==> config.mk <==
export PLATFORM = sky130hd
export DESIGN_NAME = decode_issue_queue
export DESIGN_NICKNAME = d
export VERILOG_FILES = /design/src/rtl/decode_issue_queue.sv
export SDC_FILE = /design/constraint.sdc
export NUM_CORES = 1
export LEC_CHECK = 0
export ABC_AREA = 1
export BUFFER_PORTS_ARGS = -buffer_cell sky130_fd_sc_hd__buf_2
export CAP_MARGIN = 15
export CORE_MARGIN = 2
export CORE_UTILIZATION = 60
export DETAILED_ROUTE_END_ITERATION = 10
export HOLD_SLACK_MARGIN = 0.03
export PLACE_DENSITY = 0.9
export SYNTH_ARGS = -nofsm -noshare
export SYNTH_HDL_FRONTEND = slang
export SYNTH_SLANG_ARGS = --single-unit
==> constraint.sdc <==
create_clock -name clk -period 4.5 [get_ports clk]
set_clock_uncertainty 0.2 [all_clocks]
set_input_delay 0.9 -clock clk [delete_from_list [all_inputs] [get_ports clk]]
set_output_delay 0.9 -clock clk [all_outputs]
set_load 0.01 [all_outputs]
==> src/rtl/decode_issue_queue.sv <==
// decode_issue_queue: registered RV32I decoder feeding a decoded-entry FIFO, with a load scoreboard interlock.
// Define DECODE_MEXT_EN to decode RV32M ops and hold back a second divide while one is still queued.

package rv32i_types;
    localparam logic [6:0] op_lui   = 7'b0110111;
    localparam logic [6:0] op_auipc = 7'b0010111;
    localparam logic [6:0] op_jal   = 7'b1101111;
    localparam logic [6:0] op_jalr  = 7'b1100111;
    localparam logic [6:0] op_br    = 7'b1100011;
    localparam logic [6:0] op_load  = 7'b0000011;
    localparam logic [6:0] op_store = 7'b0100011;
    localparam logic [6:0] op_imm   = 7'b0010011;
    localparam logic [6:0] op_reg   = 7'b0110011;

    localparam logic [2:0] cmp_blt  = 3'b100;
    localparam logic [2:0] cmp_bltu = 3'b110;

    typedef enum logic [3:0] {
        alu_add    = 4'd0,
        alu_sll    = 4'd1,
        alu_sra    = 4'd2,
        alu_sub    = 4'd3,
        alu_xor    = 4'd4,
        alu_srl    = 4'd5,
        alu_or     = 4'd6,
        alu_and    = 4'd7,
        alu_mul    = 4'd8,
        alu_mulh   = 4'd9,
        alu_mulhsu = 4'd10,
        alu_mulhu  = 4'd11,
        alu_div    = 4'd12,
        alu_divu   = 4'd13,
        alu_rem    = 4'd14,
        alu_remu   = 4'd15
    } alu_ops;

    typedef struct packed {
        alu_ops     aluop;
        logic [2:0] cmpop;
        logic       alumux1_sel;
        logic [2:0] alumux2_sel;
        logic [2:0] regfilemux_sel;
        logic [2:0] mdrmux_sel;
        logic       load_regfile;
        logic       dmem_read;
        logic       dmem_write;
        logic       jal;
        logic       jalr;
        logic       br;
        logic       use_rs1;
        logic       use_rs2;
        logic [3:0] byte_enable;
    } rv32i_control_word;
endpackage

module decode_issue_queue
    import rv32i_types::*;
#(
    parameter int XLEN        = 32,
    parameter int QUEUE_DEPTH = 4,
    parameter int NUM_REGS    = 32
) (
    input  logic                           clk,
    input  logic                           rst_n,
    input  logic                           in_valid,
    output logic                           in_ready,
    input  logic [31:0]                    in_instr,
    input  logic [XLEN-1:0]                in_pc,
    output logic                           out_valid,
    input  logic                           out_ready,
    output rv32i_control_word              out_ctrl,
    output logic [XLEN-1:0]                out_pc,
    output logic [4:0]                     out_rd,
    output logic [4:0]                     out_rs1,
    output logic [4:0]                     out_rs2,
    input  logic                           flush,
    input  logic                           wb_clr,
    input  logic [4:0]                     wb_rd,
    output logic [$clog2(QUEUE_DEPTH):0]   count
);
    localparam int PTR_W = $clog2(QUEUE_DEPTH);
    localparam int CNT_W = PTR_W + 1;

    logic [6:0]        opcode_s;
    logic [2:0]        funct3_s;
    logic [4:0]        rd_s;
    logic [4:0]        rs1_s;
    logic [4:0]        rs2_s;
    logic              mext_sel_s;
    rv32i_control_word dec_s;

    logic              hz_s;
    logic              full_s;
    logic              div_block_s;
    logic              enq_s;
    logic              deq_s;
    logic              set_sb_s;

    logic [PTR_W-1:0]  wr_ptr_r;
    logic [PTR_W-1:0]  rd_ptr_r;
    logic [QUEUE_DEPTH-1:0] vld_r;
    logic [NUM_REGS-1:0]    sb_r;
    logic [31:0]            sb_ext_s;
    logic [NUM_REGS-1:0]    sb_set_s;
    logic [NUM_REGS-1:0]    sb_clr_s;
    logic [NUM_REGS-1:0]    sb_flush_s;

    rv32i_control_word ctrl_q [QUEUE_DEPTH];
    logic [XLEN-1:0]   pc_q   [QUEUE_DEPTH];
    logic [4:0]        rd_q   [QUEUE_DEPTH];
    logic [4:0]        rs1_q  [QUEUE_DEPTH];
    logic [4:0]        rs2_q  [QUEUE_DEPTH];
    logic [QUEUE_DEPTH-1:0] set_q;

    assign opcode_s = in_instr[6:0];
    assign funct3_s = in_instr[14:12];
    assign rd_s     = in_instr[11:7];
    assign rs1_s    = in_instr[19:15];
    assign rs2_s    = in_instr[24:20];

`ifdef DECODE_MEXT_EN
    logic                   is_div_s;
    logic [QUEUE_DEPTH-1:0] div_q;

    assign mext_sel_s  = (opcode_s == op_reg) && (in_instr[31:25] == 7'b0000001);
    assign is_div_s    = mext_sel_s & funct3_s[2];
    // Only one divide may sit in the queue at a time; MUL ops are not held back.
    assign div_block_s = (|(vld_r & div_q)) & is_div_s;
`else
    logic unused_funct7_s;

    assign mext_sel_s      = 1'b0;
    assign div_block_s     = 1'b0;
    assign unused_funct7_s = ^{in_instr[31], in_instr[29:25]};
`endif

    // Combinational decode of the presented instruction into a control word
    always_comb begin
        dec_s = '0;
        case (opcode_s)
            op_lui: begin
                dec_s.load_regfile   = 1'b1;
                dec_s.regfilemux_sel = 3'd2;
            end
            op_auipc: begin
                dec_s.alumux1_sel  = 1'b1;
                dec_s.alumux2_sel  = 3'd1;
                dec_s.aluop        = alu_add;
                dec_s.load_regfile = 1'b1;
            end
            op_jal: begin
                dec_s.alumux2_sel    = 3'd4;
                dec_s.jal            = 1'b1;
                dec_s.regfilemux_sel = 3'd4;
                dec_s.load_regfile   = 1'b1;
            end
            op_jalr: begin
                dec_s.jalr           = 1'b1;
                dec_s.regfilemux_sel = 3'd4;
                dec_s.use_rs1        = 1'b1;
                dec_s.load_regfile   = 1'b1;
            end
            op_br: begin
                dec_s.alumux1_sel = 1'b1;
                dec_s.alumux2_sel = 3'd2;
                dec_s.br          = 1'b1;
                dec_s.cmpop       = funct3_s;
                dec_s.use_rs1     = 1'b1;
                dec_s.use_rs2     = 1'b1;
            end
            op_load: begin
                dec_s.dmem_read      = 1'b1;
                dec_s.mdrmux_sel     = funct3_s;
                dec_s.regfilemux_sel = 3'd3;
                dec_s.load_regfile   = 1'b1;
                dec_s.use_rs1        = 1'b1;
            end
            op_store: begin
                dec_s.dmem_write  = 1'b1;
                dec_s.alumux2_sel = 3'd3;
                dec_s.use_rs1     = 1'b1;
                dec_s.use_rs2     = 1'b1;
                case (funct3_s[1:0])
                    2'b00:   dec_s.byte_enable = 4'b0001;
                    2'b01:   dec_s.byte_enable = 4'b0011;
                    2'b10:   dec_s.byte_enable = 4'b1111;
                    default: dec_s.byte_enable = 4'b0000;
                endcase
            end
            op_imm, op_reg: begin
                dec_s.load_regfile = 1'b1;
                dec_s.use_rs1      = 1'b1;
                if (opcode_s == op_reg) begin
                    dec_s.alumux2_sel = 3'd5;
                    dec_s.use_rs2     = 1'b1;
                end else begin
                    dec_s.alumux2_sel = 3'd0;
                end
                if (mext_sel_s) begin
                    dec_s.aluop = alu_ops'({1'b1, funct3_s});
                end else begin
                    case (funct3_s)
                        3'b000: dec_s.aluop = ((opcode_s == op_reg) && in_instr[30]) ? alu_sub : alu_add;
                        3'b010: begin
                            dec_s.cmpop          = cmp_blt;
                            dec_s.regfilemux_sel = 3'd1;
                        end
                        3'b011: begin
                            dec_s.cmpop          = cmp_bltu;
                            dec_s.regfilemux_sel = 3'd1;
                        end
                        3'b101:  dec_s.aluop = in_instr[30] ? alu_sra : alu_srl;
                        default: dec_s.aluop = alu_ops'({1'b0, funct3_s});
                    endcase
                end
            end
            default: dec_s = '0;
        endcase
    end

    for (genvar i = 0; i < 32; i++) begin : g_sb_ext
        if (i < NUM_REGS) begin : g_tracked
            assign sb_ext_s[i] = sb_r[i];
        end else begin : g_untracked
            assign sb_ext_s[i] = 1'b0;
        end
    end

    assign hz_s = (dec_s.use_rs1 & sb_ext_s[rs1_s])
                | (dec_s.use_rs2 & sb_ext_s[rs2_s])
                | (dec_s.load_regfile & (rd_s != 5'd0) & sb_ext_s[rd_s]);

    // Space freed by a same-cycle dequeue is deliberately not reused until the next cycle.
    assign full_s    = (count == CNT_W'(QUEUE_DEPTH));
    assign in_ready  = ~full_s & ~hz_s & ~flush & ~div_block_s;
    assign out_valid = (count != CNT_W'(0));
    assign enq_s     = in_valid & in_ready;
    assign deq_s     = out_valid & out_ready & ~flush;
    assign set_sb_s  = enq_s & dec_s.dmem_read & (rd_s != 5'd0);

    // Scoreboard set/clear/flush masks applied at the next edge
    always_comb begin
        sb_set_s   = '0;
        sb_clr_s   = '0;
        sb_flush_s = '0;
        for (int i = 0; i < NUM_REGS; i++) begin
            sb_set_s[i] = set_sb_s && (rd_s == 5'(i));
            sb_clr_s[i] = wb_clr && (wb_rd != 5'd0) && (wb_rd == 5'(i));
            for (int j = 0; j < QUEUE_DEPTH; j++) begin
                sb_flush_s[i] = sb_flush_s[i] | (flush & vld_r[j] & set_q[j] & (rd_q[j] == 5'(i)));
            end
        end
    end

    // Pointers, occupancy, slot valid flags and the load scoreboard
    always_ff @(posedge clk or negedge rst_n) begin
        if (!rst_n) begin
            wr_ptr_r <= '0;
            rd_ptr_r <= '0;
            count    <= '0;
            vld_r    <= '0;
            sb_r     <= '0;
        end else begin
            sb_r <= (sb_r & ~sb_clr_s & ~sb_flush_s) | sb_set_s;
            if (flush) begin
                wr_ptr_r <= '0;
                rd_ptr_r <= '0;
                count    <= '0;
                vld_r    <= '0;
            end else begin
                if (enq_s) begin
                    wr_ptr_r        <= wr_ptr_r + PTR_W'(1);
                    vld_r[wr_ptr_r] <= 1'b1;
                end
                if (deq_s) begin
                    rd_ptr_r        <= rd_ptr_r + PTR_W'(1);
                    vld_r[rd_ptr_r] <= 1'b0;
                end
                case ({enq_s, deq_s})
                    2'b10:   count <= count + CNT_W'(1);
                    2'b01:   count <= count - CNT_W'(1);
                    default: count <= count;
                endcase
            end
        end
    end

    // Entry storage written at the tail on enqueue
    always_ff @(posedge clk or negedge rst_n) begin
        if (!rst_n) begin
            set_q <= '0;
            for (int i = 0; i < QUEUE_DEPTH; i++) begin
                ctrl_q[i] <= '0;
                pc_q[i]   <= '0;
                rd_q[i]   <= '0;
                rs1_q[i]  <= '0;
                rs2_q[i]  <= '0;
            end
        end else if (enq_s) begin
            ctrl_q[wr_ptr_r] <= dec_s;
            pc_q[wr_ptr_r]   <= in_pc;
            rd_q[wr_ptr_r]   <= rd_s;
            rs1_q[wr_ptr_r]  <= rs1_s;
            rs2_q[wr_ptr_r]  <= rs2_s;
            set_q[wr_ptr_r]  <= set_sb_s;
        end
    end

`ifdef DECODE_MEXT_EN
    // Divide marker per slot, only meaningful while the slot's valid flag is set
    always_ff @(posedge clk or negedge rst_n) begin
        if (!rst_n) begin
            div_q <= '0;
        end else if (enq_s) begin
            div_q[wr_ptr_r] <= is_div_s;
        end
    end
`endif

    // Head entry presented to execute, zeroed while the queue is empty
    always_comb begin
        if (out_valid) begin
            out_ctrl = ctrl_q[rd_ptr_r];
            out_pc   = pc_q[rd_ptr_r];
            out_rd   = rd_q[rd_ptr_r];
            out_rs1  = rs1_q[rd_ptr_r];
            out_rs2  = rs2_q[rd_ptr_r];
        end else begin
            out_ctrl = '0;
            out_pc   = '0;
            out_rd   = 5'd0;
            out_rs1  = 5'd0;
            out_rs2  = 5'd0;
        end
    end
endmodule

[After elaboration in Yosys (flattened, before gate mapping)]
Cells that the tools add are included.
W data, S select, Z words.
Word-level totals
  output and inout port bits: 81
  bits of input ports: 75
  bits in writable memories: 0
  memory bits (read-only): 0
  register bits after elaboration: 351
  bits in latches: 0
  memories kept: 0
  word-level logic and storage cells: 722
Cells by class
  $lt $le $gt $ge: 10
  $mul: 0
  shift operators: 0
  multiplexer cells: 75
  eq/ne operators: 203
  div/mod/pow operators: 0
  add/sub/neg operators: 4
  bitwise logic cells: 258
  reduce and logical (&&, ||, !) cells: 90
Operators with widths (number)
  $eq A5 B5 Y1 const B: 96
  $eq A5 B4 Y1 const B: 48
  $and A1 B1 Y1: 147
  $bwmux W128: 1
  $mux W32: 4
  $eq A5 B3 Y1 const B: 24
  $bwmux W116: 1
  $mux W29: 4
  $or A1 B1 Y1: 98
  $logic_and A1 B1 Y1: 69
  $and A32 B32 Y32: 2
  $bmux W32 S2: 1
  $demux W32 S2: 1
  $not A32 Y32: 2
  $bwmux W20: 3
  $eq A5 B2 Y1 const B: 12
  $bmux W29 S2: 1
  $demux W29 S2: 1
  $mux W5: 10
  $or A32 B32 Y32: 1
  $bmux W5 S2: 3
  $eq A5 B1 Y1 const B: 6
  $logic_not A5 Y1: 6
  $mux W4: 6
  42 further kinds: 93

[Depth between registers and ports, before layout]
  word-level depth: 15
  mapped depth: 23
  mapped depth without buffers: 22

[Worst setup path after synthesis]
OpenSTA, ideal clock, no wires.
  path type: input port to flip-flop
  from: input in_instr[7]
  to: register count[2]
  library setup time: 0.117 ns
  cell stages on the path: 23
  data arrival time: 3.049 ns
  required time: 4.183 ns
  setup slack: 1.134 ns
  path buffers: 2
  cells stage by stage: buf_4 inv_2 buf_6 nand2_1 nand2_1 nand2_1 nand2_1 nand2_1 nand2_1 o21ai_1 nand3_2 nand3_2 nor2_4 nand2_8 nand2_1 inv_1 fa_1 xnor2_1 inv_1 nand2_1 nand2_1 nand2_1 nand2_1
Between the ends
  word-level cells in the longest chain between the ends: 11
  elaborated cells on any way between the ends: 15
  those cells by class: 2 x eq/ne; 4 x mux; 7 x bitwise; 2 x reduce/logical
RTL lines
  start, declared: line 67  | input logic [31:0] in_instr,
  $bmux W1 S5 or $reduce_bool A5 Y1 (tied branches): line 231  | | (dec_s.load_regfile & (rd_s != 5'd0) & sb_ext_s[rd_s]);
  $mux W1 (implied by the code) or $and A1 B1 Y1 (tied branches): line 231
  $and A1 B1 Y1 *: line 231
  $or A1 B1 Y1 *: line 231
  $not A1 Y1 *: line 235  | assign in_ready = ~full_s & ~hz_s & ~flush & ~div_block_s;
  $and A1 B1 Y1 * (2 in a row): line 235
  net in_ready: line 66  | output logic in_ready,
  $and A1 B1 Y1 *: line 237  | assign enq_s = in_valid & in_ready;
  $eq A2 B1 Y1 or $eq A2 B2 Y1 (tied branches): line 279  | case ({enq_s, deq_s})
  $pmux W3 S2: line 279
  $mux W3: line 265  | if (flush) begin
  end signal, assigned: line 280  | 2'b10: count <= count + CNT_W'(1);
  end signal, assigned: line 281  | 2'b01: count <= count - CNT_W'(1);
  end signal, assigned: line 282  | default: count <= count;
  end, declared: line 79  | output logic [$clog2(QUEUE_DEPTH):0] count
Mark *: on every way through the listed nets, which the timed path passes. The rest lies on a longest branch. The select of a mux whose other input is x is not followed.
A chain may end at the register's enable or synchronous reset.

==> flow_metrics.env <==
export IMPL_status="finished, final reports clean"
export IMPL_reg2reg_from="sb_ext_s[9]"
export IMPL_grtUsageTotal=0.3506
export IMPL_ys_ff_latch=343
export IMPL_ys_warnings_count=0
export IMPL_period_minus_slack_ns=3.824
export IMPL_first_iter_violations=2197
export IMPL_ctsHoldBuffers=0
export IMPL_p_sw_w=0.003338
export IMPL_numCtsBuffers=38
export IMPL_start_kind="flop"
export IMPL_fmax_mhz=261.5
export IMPL_io_pins=156
export IMPL_final_common_cell="nand2_1"
export IMPL_cts_tree="done"
export IMPL_syn_area_per_cell_um2=7.476
export IMPL_insertion_delay_ns=0.53
export IMPL_end_kind="output pin"
export IMPL_placed_cell_area_mm2=0.01917
export IMPL_synth_top_cells_by_area="dfrtp_1, nand2_1, o21ai_0, nor2_1, a21oi_1"
export IMPL_worstSetupPathType="reg2out"
export IMPL_die_w_um=178.9
export IMPL_cts_root_buf="clkbuf_16"
export IMPL_post_drt_wl_per_cell_um=19.14
export IMPL_finalHoldViolations=0
export IMPL_ctsResizeCount=0
export IMPL_rsz0062_at_grt="false"
export IMPL_chipHeight_um=178.9
export IMPL_power_frac_seq=0.437
export IMPL_power_frac_clock=0.325
export IMPL_tightest_slew_ns=1.114
export IMPL_grt_pass1_vias=16960
export IMPL_ir_worst_vdd_mv=0.3601
export IMPL_num_antenna_cells=0
export IMPL_grt_first_pass_wirelength_um=88550
export IMPL_slew_violations=0
export IMPL_pre_cts_slack_ns=0.5202
export IMPL_finalWirelength_um=56370
export IMPL_gp_congestion=1.028
export IMPL_fin_ws_ns=0.6764
export IMPL_design_area_mm2=0.02047
export IMPL_grt_max_degree=93
export IMPL_arrival_ns=2.72
export IMPL_post_synth_instance_area_mm2=0.01835
export IMPL_maxSlewHeadroom=0.2573
export IMPL_p_int_w=0.006590
export IMPL_dominantRegCellSynth="dfrtp_1"
export IMPL_tns_ns=0
export IMPL_syn_nets=2543
export IMPL_row_count=64
export IMPL_synth_top_area_frac=0.4678
export IMPL_cp_required_ns=3.40
export IMPL_synth_area_leader_cell="dfrtp_1"
export IMPL_powerDensity_mw_per_mm2=485.0
export IMPL_synthCells=2454
export IMPL_cts_setup_buffers=0
export IMPL_core_mm2=0.03035
export IMPL_cts_path_max_buffers=3
export IMPL_timing_rr_end="pc_q[3]"
export IMPL_htree_num_levels=2
export IMPL_reg2reg_slack_ns=1.40
export IMPL_switching_share=0.3362
export IMPL_p_leak_nw=9.689
export IMPL_drt_pass1_iter_count=6
export IMPL_dr_total_vias=17820
export IMPL_grt_overflow=0
export IMPL_worstHoldPathType="in2async"
export IMPL_grt_antenna_before_repair=2
export IMPL_timing_final_crit_share=0.8497
export IMPL_cap_violations=0
export IMPL_clkSinkCount=343
export IMPL_drive_gt1_frac=0.1200
export IMPL_worstPathMaxFanout=84
export IMPL_p_comb_frac=0.238
export IMPL_start_util=0.6045
export IMPL_vias_per_cell=6.050
export IMPL_synth_async_reset_ratio=1.000
export IMPL_die_area_mm2=0.03199
export IMPL_cts_clk_slew_worst_paths_ns=0.06
export IMPL_drc=0
export IMPL_yosysUniqueCellTypes=47
export IMPL_synthToLayoutAreaGrowth_pct=11.59
export IMPL_hpwl_um=36730
export IMPL_ys_seq_area_frac=0.4678
export IMPL_ff2ff_path_depth=17
export IMPL_antenna_left=0
export IMPL_synth_edf_count=0
export IMPL_nets=2612
export IMPL_io_buffer_count=148
export IMPL_finalSetupViolations=0
export IMPL_layout_common_cells="nand2_1, dfrtp_1, o21ai_0"
## power groups by stage
stage	Sequential [W]	Combinational [W]	Clock, W
global placement	0.00431	0.00221	0
detailed placement	0.00436	0.00231	0
global route	0.00442	0.00267	0.00338
CTS	0.00432	0.00235	0.00325
finish	0.00434	0.00237	0.00323
floorplan	0.00423	0.00164	0
## worst max-delay path by stage
stage | end | cells past startpoint | from
2_1_floorplan | count[2] | 23 | in_instr[7]
3_3_place_gp | count[2] | 22 | in_instr[7]
3_5_place_dp | count[2] | 22 | in_instr[7]
4_1_cts | out_ctrl[26] | 6 | rd_ptr_r[0]
5_1_grt | out_ctrl[26] | 6 | rd_ptr_r[0]
6_report | out_ctrl[26] | 6 | rd_ptr_r[0]
## through the flow
step                  util  total power, W  cells  hold WS, ns
finish              0.6746        0.009928   2945       0.1457
global route        0.6746         0.01046   2945       0.2054
CTS                 0.6746        0.009915   2945       0.1817
detailed placement  0.6317        0.006671   2879       0.2537
global placement    0.6317        0.006516   2879       0.2478
floorplan                -        0.005866   2454       0.2366
## worst max-delay path, stage by stage (launching register included)
cell,delay [ns]
dfrtp_4,0.45
buf_4,0.73
nor2_1,0.11
nor2_1,0.16
o21ai_0,0.13
a21oi_1,0.39
buf_2,0.21
## cells by family after synthesis
kind of cell	after synthesis	share of synthesized area
AO/OA/AOI/OAI	711	0.2082
AND/OR/NAND/NOR	1017	0.2238
XOR/XNOR	1	0.0004775
adder cells (fa/ha/maj)	14	0.009957
other	1	0.0002044
flip-flops	343	0.4678
buffers and inverters	367	0.08948
## layout make-up
cell class,count,area (um^2)
Clock buffer,55,1146
Clock inverter,11,155.1
Fill cell,2438,9877
Inverter,215,819.5
Multi-Input combinational cell,1744,8132
Sequential cell,343,8588
Tap cell,396,495.5
Timing Repair Buffer,181,1136
## flip-flops by register name, indices dropped and copies added, names as in the netlist
name / count
sb_ext_s: 32
set_q: 4
rs2_q: 20
rd_q: 20
pc_q: 128
rd_ptr_r: 2
ctrl_q: 108
rs1_q: 20
wr_ptr_r: 2
vld_r: 4
count: 3
## cells in the mapped netlist (13+ instances only)
library cell and count:
a21oi_1 158, ha_1 13, buf_6 24, nand3_1 93
buf_1 16, inv_2 15, o21ai_2 14, dfrtp_1 343
nand2_2 13, o21ai_1 141, buf_2 33, nor2_1 294
nand2_1 585, clkbuf_1 69, o22ai_1 20, o221ai_1 17
inv_1 195, o21ai_0 322
## routing by layer
metal  share of wire  global-route usage
met4           0.038              0.1507
met3           0.097             0.05831
met5         0.00012                   0
met2            0.46              0.5577
met1            0.40              0.4761
(Power assumes the default switching activity.)
